`src/rtl/jk_count_ctrl.sv`:
```
// Sequencer for a JK-flip-flop counter register: drives per-bit J/K so the register
// loads a start value, counts up/down to a terminal value, then stops or wraps.

module jk_count_bit (
  input  logic q,
  input  logic n,
  output logic j,
  output logic k
);
  // J=K=1 toggles a bit that must change, J=K=0 holds one that must not.
  assign j = q ^ n;
  assign k = q ^ n;
endmodule

module jk_count_ctrl #(
  parameter int WIDTH = 3
) (
  input  logic             clk,
  input  logic             rst,
  input  logic             start,
  input  logic             stop,
  input  logic             hold,
  input  logic             up_dn,
  input  logic             cont,
  input  logic [WIDTH-1:0] ld_val,
  input  logic [WIDTH-1:0] term_val,
  input  logic [WIDTH-1:0] cnt_q,
  output logic [WIDTH-1:0] j,
  output logic [WIDTH-1:0] k,
  output logic             busy,
  output logic             done,
  output logic             wrap,
  output logic             err
);
  typedef enum logic [1:0] {IDLE, LOAD, RUN, DONE} state_t;

  typedef struct packed {
    logic             up_dn;
    logic             cont;
    logic [WIDTH-1:0] ld;
    logic [WIDTH-1:0] term;
  } cfg_t;

  localparam logic [WIDTH-1:0] ONE = WIDTH'(1);

  state_t           state, state_nxt;
  cfg_t             cfg;
  logic [WIDTH-1:0] shadow, shadow_d, nxt, step;
  logic             shadow_we, cfg_we, err_set, err_clr;

  // Step is taken from the observed register value, not the shadow, so a
  // corrupted register keeps sequencing from where it actually is.
  assign step = cfg.up_dn ? cnt_q + ONE : cnt_q - ONE;

  always_comb begin
    state_nxt = state;
    nxt       = cnt_q;
    busy      = 1'b0;
    done      = 1'b0;
    wrap      = 1'b0;
    shadow_we = 1'b0;
    shadow_d  = shadow;
    cfg_we    = 1'b0;
    err_set   = 1'b0;
    err_clr   = 1'b0;
    case (state)
      IDLE: begin
        if (start) begin
          cfg_we    = 1'b1;
          err_clr   = 1'b1;
          state_nxt = LOAD;
        end
      end
      LOAD: begin
        busy = 1'b1;
        if (stop) begin
          state_nxt = IDLE;
        end else begin
          nxt       = cfg.ld;
          shadow_we = 1'b1;
          shadow_d  = cfg.ld;
          state_nxt = RUN;
        end
      end
      RUN: begin
        busy    = 1'b1;
        err_set = (cnt_q != shadow);
        if (stop) begin
          state_nxt = IDLE;
        end else if (!hold) begin
          if (cnt_q != cfg.term) begin
            nxt       = step;
            shadow_we = 1'b1;
            shadow_d  = step;
          end else if (cfg.cont) begin
            nxt       = cfg.ld;
            wrap      = 1'b1;
            shadow_we = 1'b1;
            shadow_d  = cfg.ld;
          end else begin
            state_nxt = DONE;
          end
        end
      end
      DONE: begin
        done      = 1'b1;
        state_nxt = IDLE;
      end
      default: state_nxt = IDLE;
    endcase
  end

  always_ff @(posedge clk) begin
    if (rst) begin
      state  <= IDLE;
      shadow <= '0;
      cfg    <= '0;
      err    <= 1'b0;
    end else begin
      state <= state_nxt;
      if (shadow_we) shadow <= shadow_d;
      if (cfg_we)    cfg    <= '{up_dn: up_dn, cont: cont, ld: ld_val, term: term_val};
      if (err_clr)      err <= 1'b0;
      else if (err_set) err <= 1'b1;
    end
  end

  for (genvar b = 0; b < WIDTH; b++) begin : g_bit
    jk_count_bit u_bit (
      .q (cnt_q[b]),
      .n (nxt[b]),
      .j (j[b]),
      .k (k[b])
    );
  end

endmodule

```
`config.mk`:
```
export PLATFORM = sky130hd
export DESIGN_NAME = jk_count_ctrl
export DESIGN_NICKNAME = d
export VERILOG_FILES = /design/src/rtl/jk_count_ctrl.sv
export SDC_FILE = /design/constraint.sdc
export NUM_CORES = 1
export LEC_CHECK = 0
export BUFFER_PORTS_ARGS = -buffer_cell sky130_fd_sc_hd__clkbuf_2
export CAP_MARGIN = 20
export CORE_MARGIN = 4
export CORE_UTILIZATION = 56
export CTS_CLUSTER_SIZE = 24
export DETAILED_ROUTE_END_ITERATION = 7
export GPL_TIMING_DRIVEN = 0
export PLACE_DENSITY_LB_ADDON = 0.1
export SYNTH_ARGS = -nofsm -noshare
export SYNTH_HDL_FRONTEND = slang
export SYNTH_SLANG_ARGS = --single-unit
```
`constraint.sdc`:
```
create_clock -name clk -period 2.95 [get_ports clk]
set_input_delay 0.1475 -clock clk [delete_from_list [all_inputs] [get_ports clk]]
set_output_delay 0.1475 -clock clk [all_outputs]
set_load 0.02 [all_outputs]
```
==> impl_summary.txt <==
----------------------------------------------------
[Synthesis]
  Instance count of the mapped netlist ... 132
  Commonest register cell after synthesis ... sky130_fd_sc_hd__dfxtp_1
  Flop and latch count out of synthesis ... 14
  Total nets after synthesis ... 154
  Count of yosys warnings during synthesis ... 0
  Portion of the post-synthesis area used by sequential elements ... 26.6%
  Synthesized area per cell ... 7.97 um^2
  Cell area after technology mapping ... 0.00105 mm^2
  Post-synth EDFFs ... 0
  Share of synthesized registers carrying an async set or reset ... 0%
  Library cells used by synthesis ... 34

[Power and ir drop]
  Leakage power ... 0.533 nW
  Cell area power density ... 414 mW/mm^2
  Peak supply drop ... 0.315 mV

[Clock tree]
  Buffer cell driving the clock tree root ... sky130_fd_sc_hd__clkbuf_4
  Number of sinks driven by the clock tree ... 14
  Post-cts gate resize count ... 0
  H-tree depth ... 1
  TritonCTS clock tree ... built
  Clock buffer depth ... 2
  Hold buffers post-CTS ... 0
  Clock slew seen by the registers of the worst setup and hold paths ... 0.08 ns
  Clock latency on the worst-skew pair ... 0.28 ns
  Number of buffers created by CTS ... 3
  Number of buffers inserted by post-CTS setup repair ... 0

[Global routing]
  Via count of the first global-routing pass ... 943
  Initial antenna violation count ... 0
  First-pass GRT wire length ... 4.11 mm
  Total global routing track utilization ... 20.7%
  Global route total overflow ... 0
  Maximum number of pins on one net before global-route repair ... 11

[Timing]
  Tightest slew margin relative to the limit ... 68.5%
  Fmax ... 0.400 GHz
  Worst hold slack after final layout ... 0.0935 ns
  Number of endpoints failing setup at the final stage ... 0
  Max-slew violation count ... 0
  Sum of negative setup slack ... 0 ns
  Transition time at the pin with the least slew margin ... 0.472 ns
  Final worst path period share ... 84.7%
  Hold violation total from the final report ... 0
  Final setup skew ... 0.00291 ns
  RSZ-0062 raised after global routing ... no
  Clock period minus final worst setup slack ... 2.50 ns

[Setup path]
  Delay of the slowest critical-path stage ... 0.44 ns
  Launch point of the worst path ... state[0]
  Largest fanout of any net on the critical path ... 4
  Arrival @ worst endpoint ... 2.35 ns
  Worst reg2reg path startpoint ... state[0]
  Nature of the critical path endpoint ... output port
  Launching element type of the critical path ... flip-flop
  Cell count of the worst reg-to-reg path ... 7
  Critical path cell sequence ... inv_1, ha_1, nor3b_1, o41a_1, nand2_1, mux2i_1, o31a_1, buf_4, clkbuf_2
  Req. time, crit path ... 2.80 ns
  Critical path type ... flip-flop to output port
  Slowest cell on crit path ... sky130_fd_sc_hd__nor3b_1

[Detailed routing]
  Routed via count divided by cell count ... 5.43
  Total routed wirelength ... 2.42 mm
  Violation count after the first detailed-routing iteration ... 11
  DRC Markers ... 0
  Number of nets with antenna violations after detailed routing ... 0
  Number of detailed-routing iterations run before antenna repair ... 4
  Vias ... 1004
  WL/cell ... 13.1 um

[Worst hold path]
  Origin of the worst min-delay path ... term_val[0]
  Path class of the lowest-slack min-delay path ... primary input to flip-flop
  Number of instances on the worst hold path ... 3

[Outcome]
  Result of the run ... finished clean

[Die]
  Row cnt ... 15
  Core area ... 0.00175 mm^2
  Area enclosed by the die boundary ... 0.00264 mm^2
  Initial core utilization ... 60.3%
  Y dimension of the die ... 51.3 um
  Overall die width ... 51.3 um
  I/O pin count ... 26

[Finish]
  Antenna diode count ... 0
  Final-stage net count ... 183
  Fraction of layout cells with a size suffix above 1 ... 25.6%
  Synthesis-to-layout area growth ... 17.8%

[Job]
  Number of max-cap violations ... 0

[Place]
  Routability cong. ... 0.939
  Final HPWL from detailed placement ... 1.90 mm
  Port bufs ... 24

----------------------------------------------------
area by class of cell:
cell class,count,area (um^2)
Timing Repair Buffer,24,120
Tap cell,25,31.3
Buffer,12,82.6
Fill cell,164,505
Inverter,5,18.8
Clock buffer,4,36.3
Multi-Input combinational cell,101,671
Sequential cell,14,280
layer usage:
metal / share of wire, % / track usage [%] / wire length (um)
met1: 44 / 23.4 / 1060
met2: 49 / 36.3 / 1180
met3: 4.5 / 5.54 / 110
met4: 2.7 / 9.17 / 65
met5: 0 / 0 / 0
path summary, 6_finish.rpt:
check              endpoint  slack (ns)
setup / recovery       j[1]        0.45
hold / removal       cfg[0]        0.09
setup reg to reg  shadow[1]        0.82
hold reg to reg   shadow[0]        0.48
critical path: cells and delay by family (launching register included):
family                   cells  cell delay [ns]
multiplexers                 1             0.13
flip-flops                   1             0.35
AND/OR/NAND/NOR              2             0.52
adder cells (fa/ha/maj)      1             0.22
AO/OA/AOI/OAI                2             0.49
buffers and inverters        3             0.36
placed cells by master (no fill, tap or decap), types with 2 or more instances in the layout:
master	Yosys	routed
sky130_fd_sc_hd__o31a_1	2	2
sky130_fd_sc_hd__buf_6	2	2
sky130_fd_sc_hd__xor2_1	4	4
sky130_fd_sc_hd__a311o_1	2	2
sky130_fd_sc_hd__xnor2_1	4	4
sky130_fd_sc_hd__a211oi_1	2	2
sky130_fd_sc_hd__ha_1	5	5
sky130_fd_sc_hd__buf_4	6	6
sky130_fd_sc_hd__nor3_1	2	2
sky130_fd_sc_hd__nand2b_1	3	3
sky130_fd_sc_hd__clkbuf_1	4	4
sky130_fd_sc_hd__clkbuf_2	0	24
sky130_fd_sc_hd__nor3b_1	4	4
sky130_fd_sc_hd__nor2b_1	4	4
sky130_fd_sc_hd__o21ai_0	3	3
sky130_fd_sc_hd__nand2_1	17	17
sky130_fd_sc_hd__nand3_1	12	12
sky130_fd_sc_hd__a21oi_1	16	16
sky130_fd_sc_hd__inv_1	5	5
sky130_fd_sc_hd__clkbuf_4	0	3
sky130_fd_sc_hd__mux2i_1	4	4
sky130_fd_sc_hd__nor2_1	4	4
sky130_fd_sc_hd__dfxtp_1	14	14
cell families after synthesis:
kind of cell | after synthesis | share of synthesized area (%)
AOI/OAI and AO/OA | 33 | 21.2
xor gates and xnor gates | 8 | 6.66
buffers and inverters | 17 | 9.63
adders and majority gates | 6 | 7.85
muxes | 4 | 3.81
and+or+nand+nor | 50 | 24.3
DFF | 14 | 26.6
power by group:
group	leakage, nW	internal [mW]	total, mW	switching, mW
Clock	0.0210	0.0752	0.136	0.0607
Combinational	0.398	0.0721	0.164	0.0916
Sequential	0.114	0.200	0.213	0.0133
per-stage QoR:
| stage | worst slack, ns | area (um^2) | util [%] | power [mW] | instances |
|---|---|---|---|---|---|
| after global routing | 0.231 | 1240 | 71.0 | 0.545 | 185 |
| after floorplan | 1.16 | 1050 | - | 0.335 | 132 |
| after CTS | 0.436 | 1240 | 71.0 | 0.519 | 185 |
| final | 0.451 | 1240 | 71.0 | 0.513 | 185 |
| after global placement | 0.858 | 1200 | 69.0 | 0.377 | 181 |
| after detailed placement | 0.766 | 1200 | 69.0 | 0.382 | 181 |
cell usage after synthesis, drive strengths merged, types with 3 or more instances:
cell type	n	area share, %
mux2i	4	3.8
nor2b	4	2.4
ha	5	5.9
nor3b	4	2.9
xnor2	4	3.3
dfxtp	14	27
clkbuf	4	1.4
nand3	12	5.7
buf	8	6.4
nand2b	3	1.8
o21ai	4	2.3
inv	5	1.8
a21oi	16	7.6
xor2	4	3.3
nand2	17	6.1
nor2	4	1.4
state kept, by name, summed over array words and instances, names as in the netlist:
| signal | cells |
|---|---|
| cfg | 8 |
| shadow | 3 |
| state | 2 |
| err | 1 |
Power figures use the tool's default switching activity.
